[config.mk]
export PLATFORM = sky130hd
export DESIGN_NAME = amiga_reset_ctrl_flat
export DESIGN_NICKNAME = d
export VERILOG_FILES = /design/src/rtl/amiga_reset_ctrl_if.sv /design/src/rtl/amiga_reset_ctrl.sv /design/src/flat_wrapper.sv
export SDC_FILE = /design/constraint.sdc
export NUM_CORES = 1
export LEC_CHECK = 0
export BUFFER_PORTS_ARGS = -buffer_cell sky130_fd_sc_hd__buf_4
export CORE_ASPECT_RATIO = 1.1
export CORE_MARGIN = 2
export CORE_UTILIZATION = 39
export DETAILED_ROUTE_END_ITERATION = 10
export PLACE_DENSITY_LB_ADDON = 0.12
export SKIP_LAST_GASP = 1
export SYNTH_ARGS = -nofsm -noshare
export SYNTH_HDL_FRONTEND = slang
export SYNTH_SLANG_ARGS = --single-unit
[constraint.sdc]
create_clock -name CLK -period 2.2 [get_ports CLK]
set_input_delay 0.11 -clock CLK [delete_from_list [all_inputs] [get_ports CLK]]
set_output_delay 0.11 -clock CLK [all_outputs]
set_load 0.01 [all_outputs]
[src/rtl/amiga_reset_ctrl_if.sv]
// Signal bundle between the reset controller and the A1000 board:
// keyboard clock and _RST sense in, _RST/_HLT drives and status out.
interface amiga_reset_ctrl_if;
  logic       KCLK;
  logic       RST_SENSE;
  logic       RST_DRV;
  logic       HLT_DRV;
  logic [1:0] CAUSE;
  logic       CPU_RST_PULSE;

  modport master (
    output KCLK, RST_SENSE,
    input  RST_DRV, HLT_DRV, CAUSE, CPU_RST_PULSE
  );

  modport slave (
    input  KCLK, RST_SENSE,
    output RST_DRV, HLT_DRV, CAUSE, CPU_RST_PULSE
  );
endinterface

[src/rtl/amiga_reset_ctrl.sv]
// Digital A1000 reset timer: power-on and keyboard (KCLK held low) resets onto
// the open-drain _RST/_HLT lines, plus flagging of RESET pulses issued by the 68000.
module amiga_reset_ctrl #(
  parameter int SYNC_STAGES    = 2,
  parameter int POR_CYCLES     = 1431818,
  parameter int KBD_LOW_CYCLES = 71591,
  parameter int RST_MIN_CYCLES = 7159
) (
  input  logic              CLK,
  input  logic              RESET,
  amiga_reset_ctrl_if.slave bus
);

  localparam int POR_W = $clog2(POR_CYCLES) + 1;
  localparam int LOW_W = $clog2(KBD_LOW_CYCLES) + 1;
  localparam int MIN_W = $clog2(RST_MIN_CYCLES) + 1;

  localparam logic [POR_W-1:0] POR_ZERO = {POR_W{1'b0}};
  localparam logic [POR_W-1:0] POR_ONE  = {{(POR_W-1){1'b0}}, 1'b1};
  localparam logic [POR_W-1:0] POR_LAST = POR_W'(POR_CYCLES - 1);
  localparam logic [LOW_W-1:0] LOW_ZERO = {LOW_W{1'b0}};
  localparam logic [LOW_W-1:0] LOW_ONE  = {{(LOW_W-1){1'b0}}, 1'b1};
  localparam logic [LOW_W-1:0] LOW_MAX  = LOW_W'(KBD_LOW_CYCLES);
  localparam logic [MIN_W-1:0] MIN_ZERO = {MIN_W{1'b0}};
  localparam logic [MIN_W-1:0] MIN_ONE  = {{(MIN_W-1){1'b0}}, 1'b1};
  localparam logic [MIN_W-1:0] MIN_LAST = MIN_W'(RST_MIN_CYCLES - 1);

  localparam logic [1:0] CAUSE_POR = 2'b01;
  localparam logic [1:0] CAUSE_KBD = 2'b10;
  localparam logic [SYNC_STAGES-1:0] SYNC_ONES = {SYNC_STAGES{1'b1}};

  typedef enum logic [1:0] {
    POR      = 2'd0,
    RUN      = 2'd1,
    KBD_HOLD = 2'd2,
    KBD_MIN  = 2'd3
  } state_t;

  state_t                 state_r, state_s;
  logic [SYNC_STAGES-1:0] kclk_sync_r, sense_sync_r;
  logic                   sense_prev_r;
  logic                   kclk_s, sense_s;
  logic [POR_W-1:0]       por_cnt_r, por_cnt_s;
  logic [LOW_W-1:0]       low_cnt_r, low_cnt_s;
  logic [MIN_W-1:0]       min_cnt_r, min_cnt_s;
  logic [1:0]             cause_r, cause_s;
  logic                   drv_s, pulse_s;
  logic                   rst_drv_r, hlt_drv_r, pulse_r;

  assign kclk_s  = kclk_sync_r[SYNC_STAGES-1];
  assign sense_s = sense_sync_r[SYNC_STAGES-1];

  // State, counters, synchronisers and registered bus drives.
  always_ff @(posedge CLK) begin
    if (RESET) begin
      state_r      <= POR;
      kclk_sync_r  <= SYNC_ONES;
      sense_sync_r <= SYNC_ONES;
      sense_prev_r <= 1'b1;
      por_cnt_r    <= POR_ZERO;
      low_cnt_r    <= LOW_ZERO;
      min_cnt_r    <= MIN_ZERO;
      cause_r      <= CAUSE_POR;
      rst_drv_r    <= 1'b1;
      hlt_drv_r    <= 1'b1;
      pulse_r      <= 1'b0;
    end else begin
      state_r      <= state_s;
      kclk_sync_r  <= {kclk_sync_r[SYNC_STAGES-2:0], bus.KCLK};
      sense_sync_r <= {sense_sync_r[SYNC_STAGES-2:0], bus.RST_SENSE};
      sense_prev_r <= sense_s;
      por_cnt_r    <= por_cnt_s;
      low_cnt_r    <= low_cnt_s;
      min_cnt_r    <= min_cnt_s;
      cause_r      <= cause_s;
      rst_drv_r    <= drv_s;
      hlt_drv_r    <= drv_s;
      pulse_r      <= pulse_s;
    end
  end

  // Next state; drives follow the next state so they change on the transition edge.
  always_comb begin
    state_s   = state_r;
    por_cnt_s = por_cnt_r;
    low_cnt_s = LOW_ZERO;
    min_cnt_s = min_cnt_r;
    cause_s   = cause_r;
    pulse_s   = 1'b0;
    case (state_r)
      POR: begin
        if (por_cnt_r == POR_LAST) begin
          state_s   = RUN;
          por_cnt_s = POR_ZERO;
        end else begin
          por_cnt_s = por_cnt_r + POR_ONE;
        end
      end
      RUN: begin
        // Threshold wins over a simultaneous sense edge; the count never passes LOW_MAX.
        if (low_cnt_r == LOW_MAX) begin
          state_s   = KBD_HOLD;
          cause_s   = CAUSE_KBD;
          min_cnt_s = MIN_ZERO;
        end else begin
          if (kclk_s) begin
            low_cnt_s = LOW_ZERO;
          end else begin
            low_cnt_s = low_cnt_r + LOW_ONE;
          end
          if (sense_prev_r && !sense_s && !rst_drv_r) begin
            pulse_s = 1'b1;
          end else begin
            pulse_s = 1'b0;
          end
        end
      end
      KBD_HOLD: begin
        min_cnt_s = MIN_ZERO;
        if (kclk_s) begin
          state_s = KBD_MIN;
        end else begin
          state_s = KBD_HOLD;
        end
      end
      KBD_MIN: begin
        if (!kclk_s) begin
          state_s   = KBD_HOLD;
          min_cnt_s = MIN_ZERO;
        end else if (min_cnt_r == MIN_LAST) begin
          state_s   = RUN;
          min_cnt_s = MIN_ZERO;
        end else begin
          min_cnt_s = min_cnt_r + MIN_ONE;
        end
      end
      default: begin
        state_s   = POR;
        por_cnt_s = POR_ZERO;
        min_cnt_s = MIN_ZERO;
      end
    endcase
    drv_s = (state_s != RUN);
  end

  assign bus.RST_DRV       = rst_drv_r;
  assign bus.HLT_DRV       = hlt_drv_r;
  assign bus.CAUSE         = cause_r;
  assign bus.CPU_RST_PULSE = pulse_r;

endmodule
[src/flat_wrapper.sv]
// flat-port wrapper written by rule: the top's interface ports become plain ports
module amiga_reset_ctrl_flat 
#(
  parameter int SYNC_STAGES    = 2,
  parameter int POR_CYCLES     = 1431818,
  parameter int KBD_LOW_CYCLES = 71591,
  parameter int RST_MIN_CYCLES = 7159
)
  (CLK, RESET, bus_KCLK, bus_RST_SENSE, bus_RST_DRV, bus_HLT_DRV, bus_CAUSE, bus_CPU_RST_PULSE);
  amiga_reset_ctrl_if bus_i ();
  input  logic CLK;
  input  logic RESET;
  input wire logic [$bits(bus_i.KCLK)-1:0] bus_KCLK;
  input wire logic [$bits(bus_i.RST_SENSE)-1:0] bus_RST_SENSE;
  output wire logic [$bits(bus_i.RST_DRV)-1:0] bus_RST_DRV;
  output wire logic [$bits(bus_i.HLT_DRV)-1:0] bus_HLT_DRV;
  output wire logic [$bits(bus_i.CAUSE)-1:0] bus_CAUSE;
  output wire logic [$bits(bus_i.CPU_RST_PULSE)-1:0] bus_CPU_RST_PULSE;
  assign bus_i.KCLK = bus_KCLK;
  assign bus_i.RST_SENSE = bus_RST_SENSE;
  assign bus_RST_DRV = bus_i.RST_DRV;
  assign bus_HLT_DRV = bus_i.HLT_DRV;
  assign bus_CAUSE = bus_i.CAUSE;
  assign bus_CPU_RST_PULSE = bus_i.CPU_RST_PULSE;
  amiga_reset_ctrl #(.SYNC_STAGES(SYNC_STAGES), .POR_CYCLES(POR_CYCLES), .KBD_LOW_CYCLES(KBD_LOW_CYCLES), .RST_MIN_CYCLES(RST_MIN_CYCLES)) u_core (.CLK(CLK), .RESET(RESET), .bus(bus_i));
endmodule
==> out/qor.csv, run 1 <==
stage;metric;value;unit
outcome;status;finished, final reports clean;
grt;GRT met2 Usage;24.8;%
final_layout;layout cells sized above 1;11.0;%
sta;final max-slew violation count;0;
detailed_routing;drt total wl;6330;µm
synth;Async SR Flop Fraction;0;%
detailed_routing;Post-route DRC;0;
synth;register area share after synthesis;42.1;%
worst_hold_path;Hold EP;u_core.bus.CAUSE[1];
clock_network;root buf cell;clkbuf_8;
synth;Synth top cells by count;dfxtp_1 (65), nor2_1 (31), inv_1 (24), nand4_1 (24);
die;# IOs;9;
sta;Final period util;93.4;%
sta;worst-margin pin slew;0.575;ns
worst_setup_path;flop2flop setup slack;0.15;ns
sta;Max Clk Rate;0.487;GHz
sta;WHS;0.0557;ns
detailed_routing;1st-iter DRT viols;59;
synth;Synth warnings;0;
placement;dpl hpwl;4350;µm
detailed_routing;vias post-DR;2560;
synth;Yosys cell types;47;
worst_setup_path;startpoint class of the critical path;flip-flop;
placement;input/output buffers;8;
worst_setup_path;crit-path max cell delay;0.60;ns
worst_setup_path;Critical Path AT;2.32;ns
pwr;worst vdd ir;0.309;mV
detailed_routing;Wirelength per Cell;12.9;µm
grt;gr usage total;16.2;%
synth;syn nets;373;
grt;met1 usage;21.9;%
detailed_routing;post-route ant nets;0;
clock_network;hold_buf cts;2;
synth;Post-synth EDFFs;0;
clock_network;Num Clock Sinks;65;
clock_network;CTS tree;built;
die;FP Rows;34;
sta;setup_tns;0;ns
clock_network;Worst-path clk slew;0.07;ns
sta;final setup vio count;0;
final_layout;Layout Nets;386;
detailed_routing;Pre-Repair DR Iteration Count;4;
synth;top_reg_cell synth;dfxtp_1;
sta;Clock Skew;0.00921;ns
sta;unrepaired setup endpoints after global routing;false;
pwr;leak pwr;1.10;nW
die;Initial Util;39.7;%
grt;antenna violations before repair;0;
grt;largest net degree at the start of global routing;23;
synth;post-synthesis cell area;3090;µm²
grt;vias in the first global route;2402;
grt;GRT Residual Overflow;0;
worst_setup_path;reg2reg path depth;4;
grt;M3 GR Usage;4.84;%
synth;Synth area leader;dfxtp_1;
final_layout;Diodes inserted;0;
run;Max-cap violations;0;
worst_setup_path;crit path capture type;flip-flop;
grt;GRT Max-Usage Layer;met2;
placement;GP Congestion;0.776;
grt;first-pass GRT wire length;11100;µm
synth;#FFs+latches synth;65;
die;die height;97.4;µm
die;CORE AREA;7780;µm²
worst_hold_path;HP Start;RESET;
synth;count leader, synth;dfxtp_1;
clock_network;Setup Fix Bufs, Post-CTS;0;
worst_setup_path;Critical Path Fanout Max;11;
worst_setup_path;Reg-to-Reg Start;u_core.por_cnt_r[2];
worst_setup_path;critical path class;reg2reg;
worst_hold_path;hold-critical path depth;2;
clock_network;Worst-Skew Late Latency;0.34;ns
synth;Syn Area/Cell;8.50;µm²
clock_network;post_cts resized;0;
worst_setup_path;Critical-path top delay cell;or4_4;
worst_setup_path;FF-to-FF End;u_core.por_cnt_r[21];
sta;max_slew headroom;61.6;%
die;die width;88.9;µm
synth;Cells after Synth;364;
worst_setup_path;Worst Path Required;2.47;ns
detailed_routing;vias per inst;5.22;
clock_network;CTS max path bufs;2;
pwr;pwr/cell area;652;nW/µm²
clock_network;H-tree Lvls;3;
die;Die Area;8660;µm²
synth;synth top area cells;dfxtp_1 (42%), nand4_1 (4.9%), nor2_1 (3.8%);
final_layout;layout overhead on the synthesized area;13.3;%
worst_setup_path;crit path cell chain;or3b_1 > or4_4 > or4_1 > a21oi_1;
sta;Final Hold Vio Count;0;
clock_network;total CTS buffers;9;
synth;Yosys top cell area share;42.1;%
sta;Min Clock Period, post-route;2.05;ns
worst_hold_path;min-delay worst type;in2reg;
[layer usage]
| layer | vias up | wire (µm) |
|---|---|---|
| met5 | - | 0 |
| met4 | 0 | 77 |
| met3 | 7 | 187 |
| met2 | 24 | 2900 |
| met1 | 1189 | 3160 |
| li1 | 1340 | - |
[cell usage in the layout, fill, tap and decap left out, types with 3 or more instances in the layout]
master and count:
dfxtp_1 65, nor2_1 31, inv_1 24, nand4_1 24, nand3_1 21, nand2_1 21, buf_4 19, a21oi_1 18
xor2_1 13, o21ai_0 13, or3_1 13, xnor2_1 12, and4_1 11, clkbuf_8 10, o221ai_1 7, and3_1 7
nor3_1 6, or2_2 6, nor4_1 5, ha_1 5, nor4b_1 4, nand2b_1 4, or4_1 3, o211ai_1 3
o22ai_1 3, a21o_1 3, clkinvlp_4 3
[critical path, delay by kind of cell (launching register included)]
kind            cells  cell delay, ns
compound gates      1            0.14
simple gates        3            1.46
flops               1            0.38
[flip-flops by register name, indices dropped and copies added, names as in the netlist]
name / cells
u_core.min_cnt_r: 14
u_core.kclk_sync_r: 2
u_core.bus.CAUSE: 2
u_core.low_cnt_r: 18
u_core.bus.CPU_RST_PULSE: 1
u_core.bus.RST_DRV: 1
u_core.sense_prev_r: 1
u_core.sense_sync_r: 2
u_core.por_cnt_r: 22
u_core.state_r: 2
[stage by stage]
step                setup WS [ns]  utilization [%]  instances  power, mW  instance area, µm²
floorplan                   0.124                -        364       1.25                3090
global placement            0.181             42.1        472       1.26                3280
detailed placement          0.151             42.1        472       1.26                3280
CTS                         0.143             45.0        490       2.32                3500
global route               0.0292             45.0        490       2.38                3500
finish                      0.146             45.0        490       2.28                3500
[cell families (layout without fill, tap and decap cells)]
group           Yosys count  in the layout  synth area share (%)
simple gates            168            168                  31.0
buf+inv                  43             61                  5.86
xor+xnor                 25             25                  7.08
compound gates           58             58                  12.0
flops                    65             65                  42.1
fa+ha+maj                 5              5                  2.02
[worst max path at each step]
stage	from	endpoint	cells past startpoint	slack, ns
6_report	u_core.por_cnt_r[2]	u_core.por_cnt_r[21]	4	0.15
5_1_grt	u_core.low_cnt_r[0]	u_core.low_cnt_r[17]	5	0.03
4_1_cts	u_core.por_cnt_r[2]	u_core.por_cnt_r[21]	4	0.14
3_5_place_dp	u_core.por_cnt_r[2]	u_core.por_cnt_r[21]	4	0.15
3_3_place_gp	u_core.por_cnt_r[2]	u_core.por_cnt_r[21]	4	0.18
2_1_floorplan	u_core.state_r[1]	u_core.por_cnt_r[21]	6	0.12
[power breakdown]
part           leakage [nW]  switching [mW]  internal [mW]
Combinational         0.480          0.0259         0.0217
Sequential            0.525         0.00751           1.18
Clock                0.0949           0.489          0.556
Total                  1.10           0.522           1.76
[cell type report]
type,count,area (µm²)
Clock inverter,6,66.3
Fill cell,788,4280
Inverter,24,90.1
Sequential cell,65,1300
Timing Repair Buffer,21,163
Clock buffer,10,138
Tap cell,108,135
Multi-Input combinational cell,256,1610
No activity file was read; power rests on OpenSTA's default activity.
==> run 2: changes to the inputs <==
- CORE_ASPECT_RATIO: 1.1 -> 1.75
- SETUP_SLACK_MARGIN: default -> 0.5
==> out/qor.csv, run 2 (same netlist as run 1, synthesis figures left out) <==
stage;metric;value;unit
grt;vias in the first global route;2697;
sta;Max Clk Rate;0.550;GHz
clock_network;CTS tree;built;
pwr;Combinational Power Share;2.5;%
sta;Min Clock Period, post-route;1.82;ns
final_layout;layout cells sized above 1;25.4;%
sta;unrepaired setup endpoints after global routing;true;
pwr;sw power;0.603;mW
detailed_routing;Pre-Repair DR Iteration Count;8;
sta;final max-slew violation count;0;
final_layout;layout overhead on the synthesized area;27.3;%
clock_network;CTS max path bufs;2;
detailed_routing;1st-iter DRT viols;127;
worst_setup_path;Critical Path AT;2.09;ns
final_layout;most common cell after layout, fill and taps aside;dfxtp_1;
clock_network;H-tree Lvls;3;
sta;final setup vio count;0;
pwr;sw frac;22.3;%
pwr;Flop pwr share;44.2;%
die;Die Area;8690;µm²
worst_setup_path;Critical Path Fanout Max;10;
clock_network;total CTS buffers;9;
final_layout;max reg flops;22;
detailed_routing;post-route ant nets;0;
die;CORE AREA;7800;µm²
grt;GRT Residual Overflow;0;
sta;max_slew headroom;67.3;%
placement;dpl hpwl;4960;µm
worst_setup_path;startpoint class of the critical path;flip-flop;
die;Initial Util;39.7;%
grt;first-pass GRT wire length;12500;µm
placement;Placed Area;3290;µm²
final_layout;Diodes inserted;0;
die;die width;71.3;µm
pwr;pwr/cell area;687;nW/µm²
sta;worst-margin pin slew;0.486;ns
pwr;Clk pwr share;53.3;%
detailed_routing;drt total wl;7850;µm
final_layout;Top Registers;u_core.por_cnt_r x22, u_core.low_cnt_r x18, u_core.min_cnt_r x14;
die;die height;122;µm
clock_network;root buf cell;clkbuf_16;
final_layout;Finished Cell Area;3940;µm²
sta;Final period util;82.6;%
final_layout;most frequent cells in the layout;dfxtp_1 (52), nor2_1 (31), buf_4 (27);
pwr;Cell Int Power;2.10;mW
sta;setup_tns;0;ns
detailed_routing;Wirelength per Cell;16.1;µm
worst_setup_path;crit path capture type;flip-flop;
clock_network;Num Clock Sinks;65;
run;Max-cap violations;0;
clock_network;Worst-Skew Late Latency;0.34;ns
die;FP Rows;43;
pwr;leak pwr;1.25;nW
detailed_routing;vias per inst;5.81;
detailed_routing;vias post-DR;2830;
sta;Clock Skew;0.00548;ns
worst_setup_path;critical path class;reg2reg;
pwr;worst vdd ir;0.412;mV
final_layout;Layout Nets;401;
die;# IOs;9;
worst_hold_path;min-delay worst type;in2reg;
clock_network;Worst-path clk slew;0.06;ns
placement;GP Congestion;0.830;
detailed_routing;Post-route DRC;0;
grt;gr usage total;18.4;%
grt;antenna violations before repair;0;
grt;largest net degree at the start of global routing;23;
placement;input/output buffers;8;
outcome;status;finished, final reports clean;
final_layout;Fillers;747;
final_layout;Largest Register;u_core.por_cnt_r;
worst_setup_path;Worst Path Required;2.47;ns
sta;Final Hold Vio Count;0;
run 2: cell types whose count changed in the layout (fill, tap and decap cells not counted), moves of 8 or more:
cell	previous run	this run
buf_4	19	27
clkbuf_16	0	9
clkbuf_8	10	0
dfxtp_1	65	52
dfxtp_2	0	12
run 2: critical path, cell delays in order, from the launching register on:
cell and delay [ns]:
dfxtp_1 0.31, or3b_4 0.39, or4_4 0.43, buf_6 0.16
or3_1 0.33, a21oi_2 0.13
run 2: cell type report:
| type | instances | area, µm² | share of cell area (%) |
|---|---|---|---|
| Clock buffer | 9 | 225 | 5.72 |
| Clock inverter | 7 | 77.6 | 1.97 |
| Inverter | 24 | 90.1 | 2.29 |
| Multi-Input combinational cell | 260 | 1860 | 47.2 |
| Sequential cell | 65 | 1320 | 33.5 |
| Tap cell | 90 | 113 | 2.86 |
| Timing Repair Buffer | 32 | 256 | 6.51 |
run 2: final timing paths:
kind,to,depth (start not counted),slack (ns),start
min,u_core.bus.CAUSE[1],2,0.09,RESET
max,u_core.por_cnt_r[17],5,0.38,u_core.state_r[0]
max reg2reg,u_core.por_cnt_r[17],5,0.38,u_core.state_r[0]
min reg2reg,u_core.kclk_sync_r[1],1,0.41,u_core.kclk_sync_r[0]
run 2: what timing repair did:
| item | in CTS | in global routing |
|---|---|---|
| endpoints found under the hold margin | 2 | 0 |
| buffers inserted | 2 | 6 |
| gates cloned | 2 | 3 |
| hold buffers | 2 | 0 |
| pin swaps | 8 | 9 |
| setup endpoints to repair | 55 | 54 |
| gates resized for setup | 14 | 43 |
run 2: metal layers:
layer	share of wire (%)	global-route usage [%]	wire (µm)
met1	39	18.8	3020
met5	0	0	0
met4	2.9	12.4	227
met2	56	33.0	4400
met3	2.5	3.64	193
run 2: power by group through the flow:
stage	registers (mW)	logic [mW]	clock network, mW
after global placement	1.22	0.0450	0
after detailed placement	1.22	0.0447	0
after global routing	1.20	0.0729	1.52
final	1.20	0.0671	1.44
after floorplan	1.22	0.0314	0
after CTS	1.19	0.0546	1.48
run 2: through the flow:
stage	std cells	power [mW]	setup slack, ns	hold WS (ns)	utilization [%]
2_1_floorplan	364	1.25	0.173	0.214	-
3_3_place_gp	456	1.26	0.260	0.304	42.2
3_5_place_dp	456	1.26	0.247	0.306	42.2
4_1_cts	478	2.73	0.272	0.0513	47.7
5_1_grt	487	2.79	0.325	0.0982	50.5
6_report	487	2.71	0.382	0.0914	50.5
